[src/rtl/rfid_reader_if.sv]
`default_nettype none
// ============================================================================
// Module   : rfid_reader_if
// Brief    : Deserialises 10-bit parity-protected RFID frames, submits the tag
//            ID to a door controller and tracks its granted/denied response.
// Revision : 1.0
// ============================================================================
module rfid_reader_if #(
    parameter int GAP_TIMEOUT  = 16,
    parameter int RESP_TIMEOUT = 8
) (
    input  logic       clk,
    input  logic       rst,
    input  logic       bit_valid,
    input  logic       bit_data,
    input  logic       granted,
    input  logic       denied,
    output logic [7:0] rfid_out,
    output logic       submit,
    output logic       busy,
    output logic       frame_err,
    output logic       resp_timeout,
    output logic       overrun,
    output logic       last_ok
);

    localparam int c_GAP_W  = $clog2(GAP_TIMEOUT + 1);
    localparam int c_RESP_W = $clog2(RESP_TIMEOUT + 1);

    localparam logic [1:0] c_IDLE      = 2'd0;
    localparam logic [1:0] c_SHIFT     = 2'd1;
    localparam logic [1:0] c_WAIT_RESP = 2'd2;

    localparam logic [c_GAP_W-1:0]  c_GAP_LAST  = c_GAP_W'(GAP_TIMEOUT - 1);
    localparam logic [c_GAP_W-1:0]  c_GAP_ONE   = c_GAP_W'(1);
    localparam logic [c_RESP_W-1:0] c_RESP_LAST = c_RESP_W'(RESP_TIMEOUT - 1);
    localparam logic [c_RESP_W-1:0] c_RESP_ONE  = c_RESP_W'(1);
    localparam logic [3:0]          c_LAST_BIT  = 4'd9;

    logic [1:0]          r_state;
    logic [3:0]          r_bit_cnt;
    logic [c_GAP_W-1:0]  r_gap_cnt;
    logic [c_RESP_W-1:0] r_resp_cnt;
    logic [8:0]          r_shift;
    logic [7:0]          r_rfid_out;
    logic                r_submit;
    logic                r_busy;
    logic                r_frame_err;
    logic                r_resp_timeout;
    logic                r_overrun;
    logic                r_last_ok;

    logic [1:0]          w_state;
    logic [3:0]          w_bit_cnt;
    logic [c_GAP_W-1:0]  w_gap_cnt;
    logic [c_RESP_W-1:0] w_resp_cnt;
    logic [8:0]          w_shift;
    logic [7:0]          w_rfid_out;
    logic                w_submit;
    logic                w_frame_err;
    logic                w_resp_timeout;
    logic                w_overrun;
    logic                w_last_ok;
    logic [9:0]          w_frame;
    logic                w_parity_ok;

    // Complete frame as seen on the 10th bit: [9]=P_even, [8:1]=D7..D0, [0]=P_odd.
    assign w_frame     = {r_shift, bit_data};
    assign w_parity_ok = ~(^w_frame[9:5]) & (^w_frame[4:0]);

    always_comb begin
        w_state        = r_state;
        w_bit_cnt      = r_bit_cnt;
        w_gap_cnt      = r_gap_cnt;
        w_resp_cnt     = r_resp_cnt;
        w_shift        = r_shift;
        w_rfid_out     = r_rfid_out;
        w_last_ok      = r_last_ok;
        w_submit       = 1'b0;
        w_frame_err    = 1'b0;
        w_resp_timeout = 1'b0;
        w_overrun      = 1'b0;

        case (r_state)
            c_IDLE: begin
                if (bit_valid) begin
                    w_state   = c_SHIFT;
                    w_shift   = {8'd0, bit_data};
                    w_bit_cnt = 4'd1;
                    w_gap_cnt = '0;
                end
            end

            c_SHIFT: begin
                if (bit_valid) begin
                    w_gap_cnt = '0;
                    if (r_bit_cnt == c_LAST_BIT) begin
                        w_shift   = '0;
                        w_bit_cnt = '0;
                        if (w_parity_ok) begin
                            w_rfid_out = w_frame[8:1];
                            w_submit   = 1'b1;
                            w_resp_cnt = '0;
                            w_state    = c_WAIT_RESP;
                        end else begin
                            w_frame_err = 1'b1;
                            w_state     = c_IDLE;
                        end
                    end else begin
                        w_shift   = {r_shift[7:0], bit_data};
                        w_bit_cnt = r_bit_cnt + 4'd1;
                    end
                end else if (r_gap_cnt == c_GAP_LAST) begin
                    w_frame_err = 1'b1;
                    w_shift     = '0;
                    w_bit_cnt   = '0;
                    w_gap_cnt   = '0;
                    w_state     = c_IDLE;
                end else begin
                    w_gap_cnt = r_gap_cnt + c_GAP_ONE;
                end
            end

            c_WAIT_RESP: begin
                // Incoming bits are dropped here; only the overrun pulse records them.
                w_overrun = bit_valid;
                if (denied) begin
                    w_last_ok  = 1'b0;
                    w_resp_cnt = '0;
                    w_state    = c_IDLE;
                end else if (granted) begin
                    w_last_ok  = 1'b1;
                    w_resp_cnt = '0;
                    w_state    = c_IDLE;
                end else if (r_resp_cnt == c_RESP_LAST) begin
                    w_resp_timeout = 1'b1;
                    w_last_ok      = 1'b0;
                    w_resp_cnt     = '0;
                    w_state        = c_IDLE;
                end else begin
                    w_resp_cnt = r_resp_cnt + c_RESP_ONE;
                end
            end

            default: begin
                w_state = c_IDLE;
            end
        endcase
    end

    always_ff @(posedge clk or posedge rst) begin
        if (rst) begin
            r_state        <= c_IDLE;
            r_bit_cnt      <= '0;
            r_gap_cnt      <= '0;
            r_resp_cnt     <= '0;
            r_shift        <= '0;
            r_rfid_out     <= 8'h00;
            r_submit       <= 1'b0;
            r_busy         <= 1'b0;
            r_frame_err    <= 1'b0;
            r_resp_timeout <= 1'b0;
            r_overrun      <= 1'b0;
            r_last_ok      <= 1'b0;
        end else begin
            r_state        <= w_state;
            r_bit_cnt      <= w_bit_cnt;
            r_gap_cnt      <= w_gap_cnt;
            r_resp_cnt     <= w_resp_cnt;
            r_shift        <= w_shift;
            r_rfid_out     <= w_rfid_out;
            r_submit       <= w_submit;
            r_busy         <= (w_state != c_IDLE);
            r_frame_err    <= w_frame_err;
            r_resp_timeout <= w_resp_timeout;
            r_overrun      <= w_overrun;
            r_last_ok      <= w_last_ok;
        end
    end

    assign rfid_out     = r_rfid_out;
    assign submit       = r_submit;
    assign busy         = r_busy;
    assign frame_err    = r_frame_err;
    assign resp_timeout = r_resp_timeout;
    assign overrun      = r_overrun;
    assign last_ok      = r_last_ok;

endmodule
`default_nettype wire

[config.mk]
export PLATFORM = sky130hd
export DESIGN_NAME = rfid_reader_if
export DESIGN_NICKNAME = d
export VERILOG_FILES = /design/src/rtl/rfid_reader_if.sv
export SDC_FILE = /design/constraint.sdc
export NUM_CORES = 1
export LEC_CHECK = 0
export ABC_AREA = 1
export CAP_MARGIN = 20
export CELL_PAD_IN_SITES_DETAIL_PLACEMENT = 0
export CELL_PAD_IN_SITES_GLOBAL_PLACEMENT = 1
export CORE_AREA = 2 2 66 68
export CTS_BUF_LIST = sky130_fd_sc_hd__clkbuf_4 sky130_fd_sc_hd__clkbuf_8
export DETAILED_ROUTE_END_ITERATION = 10
export DIE_AREA = 0 0 68 70
export PLACE_DENSITY = 0.89
export SLEW_MARGIN = 20
export SYNTH_ARGS = -nofsm -noshare
export SYNTH_HDL_FRONTEND = slang
export SYNTH_SLANG_ARGS = --single-unit
export TNS_END_PERCENT = 20
[constraint.sdc]
create_clock -name clk -period 2.3 [get_ports clk]
set_input_delay 0.46 -clock clk [delete_from_list [all_inputs] [get_ports clk]]
set_output_delay 0.46 -clock clk [all_outputs]
set_load 0.01 [all_outputs]
# --- Yosys cells after proc, flatten, opt, wreduce, memory -nomap -nowiden ---
# Index checks and enable logic that the tools add are counted.
word_totals:
  word_cells: 86
  out_inout_bits: 14
  regBits: 38
op_classes:
  add_sub_neg: 3
  bitwise_logic: 2
  eq_ne: 10
  n_reduce_logical: 12
  muxes: 47
ops:
  columns: ["op", "count"]
  rows:
  - ["4-bit two-way mux", 10]
  - ["9-bit two-way mux", 4]
  - ["9-bit one-hot mux with 2 select lines", 1]
  - ["1-bit two-way mux", 17]
  - ["2-bit two-way mux", 8]
  - ["4-bit one-hot mux with 2 select lines", 2]
  - ["5-bit two-way mux", 3]
  - ["5-bit one-hot mux with 2 select lines", 1]
  - ["5-bit XOR reduction", 2]
  - ["4-bit by 1-bit adder with 4-bit output, second input constant", 2]
  - ["2-bit != test, second input constant", 4]
  - ["4-bit AND reduction", 2]
  - ["2-bit one-hot mux with 3 select lines", 1]
  - ["2-bit nonzero test", 3]
  - ["5-bit by 1-bit adder with 5-bit output, second input constant", 1]
  - ["5-bit by 4-bit equality test with 1-bit output, second input constant", 1]
  - ["4-bit by 3-bit equality test with 1-bit output, second input constant", 1]
  - ["4-bit equality test, second input constant", 1]
  - ["2-bit AND reduction", 2]
  - ["3-bit != test, second input constant", 1]
  - ["3-bit AND reduction", 1]
  - ["3-bit nonzero test", 1]
  - ["2-bit by 1-bit equality test with 1-bit output, second input constant", 1]
  - ["2-bit equality test, second input constant", 1]
  - ["other kinds (3)", 3]

# --- Depth between registers and ports, before layout ---
# Gate-level depths: netlist of run 1.
logic_depth:
  depth_word: 8
  ltp_mapped: 11
  depth_no_buf: 10

# --- Worst setup path before layout of run 1 ---
# Ideal clock, no wire load.
synth_timing:
  path_type: "reg2reg"
  startpoint: "register r_bit_cnt[1]"
  endpoint: "register r_rfid_out[0] (netlist: rfid_out[0])"
  setup_time_ps: 118
  setup_slack_ps: 893
  t_required_ps: 2182
  path_stages_with_launch: 11
  path_buffers: 1
  arrival_ps: 1289
  path_cell_list: "dfrtp_1 -> inv_1 -> ha_1 -> nand2_2 -> nor2_4 -> nand2_2 -> nor2_4 -> nand3_4 -> buf_6 -> nand2_2 -> o21ai_2"
synth_via:
  elab_chain_len: 2
synth_rtl:
  columns: ["element", "line", "rtl"]
  rows:
  - ["start: declaration", "41", "logic [3:0] r_bit_cnt;"]
  - ["start signal: assignment", "167", "r_bit_cnt <= w_bit_cnt;"]
  - ["4-bit equality test", "97", "if (r_bit_cnt == c_LAST_BIT) begin"]
  - ["4-bit AND reduction (no line)", null, null]
  - ["end signal: assignment", "171", "r_rfid_out <= w_rfid_out;"]
  - ["end: declaration", "45", "logic [7:0] r_rfid_out;"]
# Every way passes these cells.
# A chain may end at the register's enable or synchronous reset.

# --- Worst setup path after layout of run 1 ---
layout_timing:
  startpoint: "input bit_data"
  endpoint: "register r_rfid_out[6] (netlist: rfid_out[6])"
layout_via:
  elab_chain_len: 3
layout_rtl:
  columns: ["element", "line", "rtl"]
  rows:
  - ["start: declaration", "15", "input logic bit_data,"]
  - ["5-bit XOR reduction", "69", "assign w_parity_ok = ~(^w_frame[9:5]) & (^w_frame[4:0]);"]
  - ["1-bit bitwise AND", "69", null]
  - ["4-bit AND reduction (no line)", null, null]
# Every way passes these cells.

==> results.md, run 1 <==
- Post-Syn Instances: 196
- Post-synth cell types: 32
- Peak supply drop: just under 0.0005 V
- Clock skew: 5.565 ps
- Async S/R FF share, synth: 100.0%
- Register area share after synthesis: 51.28%
- Max Cap Viol: 0
- Placeable Area: approximately 4100 um2
- Hold Path Depth: 2
- Number of synthesized flops with an enable pin: 0
- Overall routing resource usage: 16.07%
- Crit Path Category: input pin to flop
- Relative slew slack: approximately two thirds
- Syn_area_per_cell: 9.461 um2
- Worst-Margin Slew: approximately 470 ps
- Post-DP HPWL: 2282 um
- Final GP Congestion: 0.7413
- PD cells: 1101 nW/um2
- Fin cells: between 200 and 300
- Largest net degree at the start of global routing: 39
- Hold_buf cts: 0
- Clock root buffer: clkbuf_8
- Final hold vios: 0
- I/O Buffers: 19
- # DRC: 0
- Max Buffers Root-to-Sink: 2
- Total power: 2.410 mW
- Clock latency on the worst-skew pair: 290 ps
- Initial core utilization: 44.75%
- Number of sinks on the clock net: 38
- Iteration-0 DRC count of the detailed router: 77
- Final Setup Violations: 0
- Post-CTS setup buffer count: 0
- Synth Net Count: 206
- Critical Path RT: 2470 ps
- Outcome: finished clean
- Diode count: 0
- Post-synthesis cell area: ~1900 um2
- Yosys reg bits: 38
- Residual antenna-violating net count after detailed routing: 0
- Setup crit start kind: input pin
- Initial antenna violation count: 0
- Clock-pin slew on the worst setup and hold paths: 70 ps
- Final nets: 231
- Synth warn: 0
- Vias: 1304
- Post-CTS Resized: 0
- Final WL: 3185 um
- Setup slack after placement: 318.1 ps
- Chip Width: roughly 70 um
- WL/cell: roughly 12 um
- Final WS setup: 638.3 ps
- Post-route minimum period: 1662 ps
- CP arrival: 1830 ps
- Total gr overflow: 0
- Setup TNS: 0 ps
- Top-level I/O count: 20
- Share of cells above drive strength 1: 24.32%
- Max Clock Freq: 0.6018 GHz
- First drt pass iteration count: 4
- RSZ-0062 raised after global routing: false
- Num rows: 24
- Leakage: 1.043 nW
- Fin. max-slew vios: 0
- Crit end category: flop
- CTS Buf Count: 5
- Detail-routed via count per cell: between 4 and 5
- Die Area: 4760 um2
- Global-route wire length before repair: 5671 um
- CTS tree: built
- Vias in the first global route: around 1300
- Post-placement cell count: 266
- Worst-case reg-to-reg path depth: 9
- Primary FF master, synth: dfrtp_1
- Height of the chip: roughly 70 um
- CP Max Fanout: 23
- P&R area growth vs syn: 18.08%
- Fin crit share: 72.25%
- # H-tree levels: 2
- Worst min-delay path category: flop to flop
## kinds of logic after synthesis
kind of cell,synth area share (%)
simple gates,24.36
flops,51.28
buf+inv,7.287
compound gates,10.59
xor+xnor,3.239
fa+ha+maj,2.699
mux,0.5398
## placed cells by master (no fill, tap or decap), types with 3 or more instances in the layout
master,instances
nor2_1,4
clkdlybuf4s50_1,19
nor2_4,3
o22ai_1,4
inv_1,19
ha_1,4
dfrtp_1,38
nand3_1,13
o21ai_1,9
clkbuf_8,6
nand2_1,40
nand2_2,14
inv_2,11
o21ai_2,8
xor2_1,4
## power by group
| part | internal [mW] | switching [mW] | total, mW |
|---|---|---|---|
| Combinational | 0.395 | 0.522 | 0.917 |
| Clock | 0.253 | 0.225 | 0.478 |
| Sequential | 0.853 | 0.163 | 1.02 |
| Total | 1.50 | 0.909 | 2.41 |
## synth_stat cells (2+ instances only)
cell / number / area (um2)
inv_1: 19 / 71.32
a31oi_1: 2 / 12.51
nand2_1: 40 / 150.1
nor2_4: 3 / 33.78
nand2_2: 14 / 87.58
ha_1: 4 / 50.05
o21ai_2: 8 / 70.07
o21ai_1: 9 / 45.04
inv_2: 11 / 41.29
or2_2: 2 / 12.51
a21oi_1: 2 / 10.01
nand3_1: 13 / 65.06
nor2_2: 2 / 12.51
nand2_4: 2 / 22.52
nor2_1: 4 / 15.01
buf_6: 2 / 22.52
dfrtp_1: 38 / 950.9
xor2_1: 4 / 35.03
o22ai_1: 4 / 25.02
## metal layers
| layer | share of wire, % | GRT usage [%] |
|---|---|---|
| met1 | 49 | 21.44 |
| met3 | 3.5 | 5.314 |
| met5 | 0 | 0 |
| met2 | 45 | 23.09 |
| met4 | 2.3 | 8.000 |
## registers in the layout, indices dropped and copies added, names as in the netlist
name          flops
resp_timeout      1
frame_err         1
rfid_out          8
r_state           2
last_ok           1
r_gap_cnt         5
r_shift           9
r_resp_cnt        4
overrun           1
submit            1
busy              1
r_bit_cnt         4
## worst max-delay path: stages
cell             delay [ps]
clkdlybuf4s50_1         450
nand3b_1                190
nand2_1                  80
nand2_1                  60
nand2_2                  80
nand3_4                 270
nand2_1                 170
o21ai_2                  60
## layout make-up
cell class	instances	area [um2]
flip-flops and latches	38	950.9
multi-input cells	126	768.2
repair buffers	20	197.7
fillers	400	1954
clock inverters	1	5.005
clock buffers	7	90.09
well taps	52	65.06
inverters	30	112.6
## stage by stage
stage	utilization, %	hold slack [ps]	area, um2
after floorplan	-	478.5	1854
after global routing	52.84	515.0	2190
after detailed placement	50.54	477.3	2095
after global placement	50.54	467.4	2095
final	52.84	490.1	2190
after CTS	52.84	494.9	2190
## path summary, 6_finish.rpt
kind | from | slack (ps) | to
worst max register to register | r_bit_cnt[1] | 640 | rfid_out[6]
min in group asynchronous | rst | 570 | rfid_out[1]
worst min-delay path | rfid_out[5] | 490 | rfid_out[5]
worst max-delay path | bit_data | 640 | rfid_out[6]
worst min register to register | rfid_out[5] | 490 | rfid_out[5]
max in group asynchronous | rst | 1400 | r_shift[6]
No activity file was read; power rests on OpenSTA's default activity.
==> inputs of run 2 (changes only) <==
--- a/config.mk
+++ b/config.mk
@@ -9,11 +9,11 @@
 export CAP_MARGIN = 20
 export CELL_PAD_IN_SITES_DETAIL_PLACEMENT = 0
 export CELL_PAD_IN_SITES_GLOBAL_PLACEMENT = 1
-export CORE_AREA = 2 2 66 68
+export CORE_AREA = 2 2 68 70
 export CTS_BUF_LIST = sky130_fd_sc_hd__clkbuf_4 sky130_fd_sc_hd__clkbuf_8
 export DETAILED_ROUTE_END_ITERATION = 10
-export DIE_AREA = 0 0 68 70
-export PLACE_DENSITY = 0.89
+export DIE_AREA = 0 0 70 72
+export PLACE_DENSITY = 0.85
 export SLEW_MARGIN = 20
 export SYNTH_ARGS = -nofsm -noshare
 export SYNTH_HDL_FRONTEND = slang
==> constraint.sdc (replaced) <==
create_clock -name clk -period 1.7 [get_ports clk]
set_input_delay 0.34 -clock clk [delete_from_list [all_inputs] [get_ports clk]]
set_output_delay 0.34 -clock clk [all_outputs]
set_load 0.01 [all_outputs]
==> results.md, run 2 (synthesis results as in run 1) <==
- Outcome: finished clean
- Residual antenna-violating net count after detailed routing: 0
- Total gr overflow: 0
- Post-route minimum period: approximately 1500 ps
- Final Setup Violations: 0
- Placed Area: 2207 um2
- Final nets: 241
- FF-to-FF Start: r_bit_cnt[1]
- Fin area: between 2000 and 2500 um2
- Clock skew: ~4.9 ps
- Delay-heaviest family, CP: buffers and inverters
- Worst Setup SP: rfid_out[0]
- Post-placement cell count: 276
- CP max stage cell: clkdlybuf4s50_1
- Number of sinks on the clock net: 38
- Height of the chip: 72 um
- Clock latency on the worst-skew pair: 290 ps
- Fin. max-slew vios: 0
- Initial antenna violation count: 0
- Peak supply drop: slightly above 0.0007 V
- Clock root buffer: clkbuf_8
- Final hold vios: 0
- FF-to-FF setup slack: 170 ps
- Final GP Congestion: 0.8096
- Share of cells above drive strength 1: 27.59%
- Initial core utilization: 43.49%
- Num rows: 24
- P&R area growth vs syn: 24.16%
- Setup TNS: 0 ps
- First drt pass iteration count: 4
- # H-tree levels: 2
- CTS Buf Count: 5
- Overall routing resource usage: 15.17%
- Post-DP HPWL: 2306 um
- Max Clock Freq: 0.6533 GHz
- Vias: 1352
- Multi-input logic area: between 700 and 800 um2
- Placeable Area: 4264 um2
- WP depth: 1
- CP arrival: 1190 ps
- Diode count: 0
- Worst r2r dst: r_resp_cnt[1]
- Crit Path Category: flop to output pin
- Setup crit start kind: flop
- Relative slew slack: between 70% and 80%
- Post-CTS setup buffer count: 0
- PD cells: between 1000 and 1500 nW/um2
- CTS tree: built
- Buffers & Inverters on Critical Path: 1
- Die Area: 5040 um2
- FILL cells: 396
- Final WL: 3210 um
- Global-route wire length before repair: 6099 um
- Chip Width: about 70 um
- Critical Path RT: around 1400 ps
- Seq. cell area: 950.9 um2
- Worst-case reg-to-reg path depth: 10
- Top-level I/O count: 20
- Crit end category: output pin
- Largest net degree at the start of global routing: 39
- Critical Path End: rfid_out[0]
- RSZ-0062 raised after global routing: false
- Max reg flops: 9
- Commonest non-fill, non-tap cell in the layout: nand2_1
- Vias in the first global route: 1379
- Fin cells: 284
- Post-CTS Resized: 0
- Iteration-0 DRC count of the detailed router: 39
- Reg with most FFs: r_shift
- Clock-pin slew on the worst setup and hold paths: about 80 ps
- Worst-Margin Slew: 304.0 ps
- Leakage: about 1.1 nW
- I/O Buffers: 19
- Worst min-delay path category: input pin to async pin
- Commonest cells after routing, fill and taps aside: nand2_1 (40), dfrtp_1 (38), inv_1 (19), clkdlybuf4s50_1 (19), nand2_2 (14)
- Hold_buf cts: 0
- Max Cap Viol: 0
- WL/cell: 11.30 um
- # DRC: 0
- Crit path cell chain: clkdlybuf4s50_1
- Max incr delay on CP: 540 ps
- Max Buffers Root-to-Sink: 2
- CP Max Fanout: 2
- Detail-routed via count per cell: 4.761
- Fin crit share: 90.05%
-- run 2: power by group --
group          total (mW)  switching [mW]  leakage, nW  internal [mW]
Sequential           1.37           0.218        0.507           1.15
Clock               0.651           0.325       0.0472          0.326
Combinational        1.30           0.720        0.547          0.577
Total                3.32            1.26         1.10           2.06
-- run 2: cell type report --
type	count	share of cell area (%)
multi-input combinational	126	33.37
clock buffer	6	3.587
clock inverter	2	0.5435
inverter	30	4.891
timing repair buffer	30	13.48
tap	52	2.826
sequential	38	41.30
-- run 2: worst min-delay path by stage --
stage,depth (start not counted),end,slack (ps),start
final,3,rfid_out[2],400,rst
after global routing,3,submit,430,rst
after CTS,3,r_shift[2],400,rst
after detailed placement,2,rfid_out[7],470,rfid_out[7]
after global placement,2,rfid_out[7],460,rfid_out[7]
after floorplan,1,resp_timeout,410,granted
-- run 2: metrics by stage --
stage               total power [mW]  hold WS, ps  setup slack, ps  utilization (%)
finish                         3.319        400.8            169.2            53.99
CTS                            3.367        402.6            149.2            53.99
global route                   3.613        432.2            39.65            53.99
floorplan                      2.293        413.5            293.0                -
detailed placement             2.703        468.0          0.09082            51.76
global placement               2.696        464.8            12.07            51.76
-- run 2: layer usage --
| layer | GRT usage [%] | wire (um) | vias up |
|---|---|---|---|
| met4 | 4.487 | 38 | 0 |
| li1 | - | - | 700 |
| met5 | 0 | 0 | - |
| met1 | 19.28 | 1520 | 625 |
| met3 | 4.444 | 129 | 5 |
| met2 | 25.40 | 1521 | 22 |
==> inputs of run 3 (changes only) <==
--- a/config.mk
+++ b/config.mk
@@ -5,15 +5,15 @@
 export SDC_FILE = /design/constraint.sdc
 export NUM_CORES = 1
 export LEC_CHECK = 0
-export ABC_AREA = 1
+export ABC_AREA = 0
 export CAP_MARGIN = 20
 export CELL_PAD_IN_SITES_DETAIL_PLACEMENT = 0
 export CELL_PAD_IN_SITES_GLOBAL_PLACEMENT = 1
-export CORE_AREA = 2 2 68 70
+export CORE_AREA = 2 2 66 68
 export CTS_BUF_LIST = sky130_fd_sc_hd__clkbuf_4 sky130_fd_sc_hd__clkbuf_8
 export DETAILED_ROUTE_END_ITERATION = 10
-export DIE_AREA = 0 0 70 72
-export PLACE_DENSITY = 0.85
+export DIE_AREA = 0 0 68 70
+export PLACE_DENSITY = 0.84
 export SLEW_MARGIN = 20
 export SYNTH_ARGS = -nofsm -noshare
 export SYNTH_HDL_FRONTEND = slang
==> results.md, run 3 <==
- Critical Path RT: roughly 1900 ps
- Crit end category: flop
- RSZ-0062 raised after global routing: true
- CTS Buf Count: 5
- Post-DP HPWL: 2572 um
- Vias: 1320
- Number of synthesized flops with an enable pin: 0
- Max reg flops: 9
- Peak supply drop: 0.0007567 V
- Outcome: finished with violations
- Multi-input logic area: 808.3 um2
- Placeable Area: 4144 um2
- Max incr delay on CP: 400 ps
- Final WL: 3608 um
- Synth Net Count: 161
- Largest net degree at the start of global routing: 39
- Chip Width: slightly below 70 um
- # DRC: 0
- Register area share after synthesis: 53.11%
- Detail-routed via count per cell: 5.388
- Share of cells above drive strength 1: 25.91%
- Clock root buffer: clkbuf_8
- CP max stage cell: dfrtp_1
- Final nets: 202
- Most common cell in the netlist: dfrtp_1
- Async S/R FF share, synth: 100.0%
- Switching Fraction: slightly below 30%
- GR Util met1: 22.51%
- Fin. max-slew vios: 0
- Num rows: 24
- Post-synthesis cell area: 1790 um2
- Post-layout utilization of the core: 56.40%
- Final GP Congestion: 0.7870
- Clock skew: 8.464 ps
- Max Buffers Root-to-Sink: 2
- Final hold vios: 0
- Worst min-delay path category: input pin to async pin
- CP Max Fanout: 10
- FILL cells: between 300 and 400
- Hold_buf cts: 0
- Total power: 2.843 mW
- Clock power share: 25.1%
- Vias in the first global route: around 1400
- Failing checks: negative setup slack
- Setup TNS: -536.0 ps
- Final WS setup: -86.42 ps
- # H-tree levels: 2
- I/O Buffers: 19
- Synth warn: 0
- Initial core utilization: 43.21%
- Seq. cell area: between 900 and 1000 um2
- Worst-Margin Slew: 326.5 ps
- Height of the chip: ~70 um
- Post-synth cell types: 39
- Iteration-0 DRC count of the detailed router: 83
- Post-Syn Instances: 151
- Max Clock Freq: 0.5598 GHz
- CTS tree: built
- Total gr overflow: 0
- Top-level I/O count: 20
- Dominant cell type by area after synthesis: dfrtp_1
- Clock-pin slew on the worst setup and hold paths: 80 ps
- CP arrival: 1960 ps
- Gate power share: 31.7%
- Crit path cell chain: xnor3_2, xnor2_2, nor3_4, buf_12, mux2_2
- P_int: around 2 mW
- Final Setup Violations: 9
- Met3 global-route usage: around 4.5%
- Yosys reg bits: 38
- Top cells by count, synth: dfrtp_1 (38), nand2_1 (11), o21ai_0 (11), a22o_1 (10)
- Crit Path Category: flop to flop
- Overall routing resource usage: 17.52%
- PD cells: 1217 nW/um2
- Primary FF master, synth: dfrtp_1
- Number of sinks on the clock net: 38
- Relative slew slack: 78.10%
- Leading post-synthesis cells by cell area: dfrtp_1 (53%), a22o_1 (4.9%), mux2_2 (3.1%)
- Commonest cells after routing, fill and taps aside: dfrtp_1 (38), buf_4 (20), clkdlybuf4s50_1 (19)
- Sw Pwr: approximately 0.85 mW
- P&R area growth vs syn: 30.54%
- Clock latency on the worst-skew pair: 290 ps
- Fin crit share: 105.1%
- First drt pass iteration count: 5
- Worst-case reg-to-reg path depth: 5
- Seq pwr share: a little over two fifths
- Die Area: 4760 um2
- Syn_area_per_cell: 11.86 um2
- Leakage: 1.093 nW
- Initial antenna violation count: 0
- Post-route minimum period: 1786 ps
- Residual antenna-violating net count after detailed routing: 0
- Diode count: 0
- Reg with most FFs: r_shift
- Commonest non-fill, non-tap cell in the layout: dfrtp_1
- WL/cell: 14.73 um
- Setup crit start kind: flop
- Global-route wire length before repair: between 6000 and 7000 um
- Met2 usage: 27.83%
- Max Cap Viol: 0
- Synth top area share: 53.11%
- Gr busiest metal: met2
[run 3: metal layers]
layer,routed length [um],up-vias
met5,0,-
met1,1561,653
met4,89,0
li1,-,624
met3,128,10
met2,1829,33
[run 3: final timing paths]
check / start / end / slack [ps]
setup / recovery: r_shift[1] / rfid_out[7] / -90
hold / removal: rst / resp_timeout / 390
setup reg to reg: r_shift[1] / rfid_out[7] / -90
hold reg to reg: rfid_out[6] / rfid_out[6] / 510
max in group asynchronous: rst / rfid_out[7] / 1110
min in group clk: rfid_out[6] / rfid_out[6] / 510
[run 3: what timing repair did]
action,CTS,global route
gates resized for setup,2,5
pin swaps,0,3
setup buffers,0,1
setup endpoints to repair,14,25
[run 3: logic make-up (layout without fill, tap and decap cells)]
| group | Yosys count | in the layout | synth area share (%) |
|---|---|---|---|
| buffers and inverters | 13 | 55 | 3.354 |
| DFF | 38 | 38 | 53.11 |
| adders and majority gates | 4 | 4 | 2.795 |
| xor gates and xnor gates | 7 | 7 | 6.289 |
| AOI/OAI and AO/OA | 39 | 39 | 14.88 |
| muxes | 10 | 10 | 6.778 |
| and+or+nand+nor | 40 | 40 | 12.79 |
[run 3: worst max-delay path, delay by kind of cell, from the launching register on]
kind          cells  cell delay (ps)
xor+xnor          2              550
buf+inv           1              160
flops             1              400
mux               1              330
simple gates      1              230
[run 3: power by group through the flow]
stage	Clock (mW)	Sequential, mW	Combinational, mW
after floorplan	0	1.23	0.563
after global placement	0	1.22	0.849
after detailed placement	0	1.24	0.889
after CTS	0.739	1.22	0.898
after global routing	0.777	1.25	0.994
final	0.715	1.23	0.902
[run 3: final cells by class]
class                      instances  share of cell area [%]
multi-input combinational        100                   34.58
sequential                        38                   40.69
inverter                           6                  0.9636
clock buffer                       8                   4.711
tap                               52                   2.784
timing repair buffer              41                   16.27
[run 3: stage by stage]
stage / area (um2) / cells / setup slack (ps) / hold WS (ps)
after detailed placement: 2191 / 236 / -331.5 / 495.5
after floorplan: 1790 / 151 / -99.05 / 438.2
after global placement: 2191 / 236 / -281.3 / 479.9
final: 2337 / 245 / -86.42 / 391.6
after CTS: 2306 / 244 / -87.36 / 401.3
after global routing: 2337 / 245 / -152.1 / 411.0
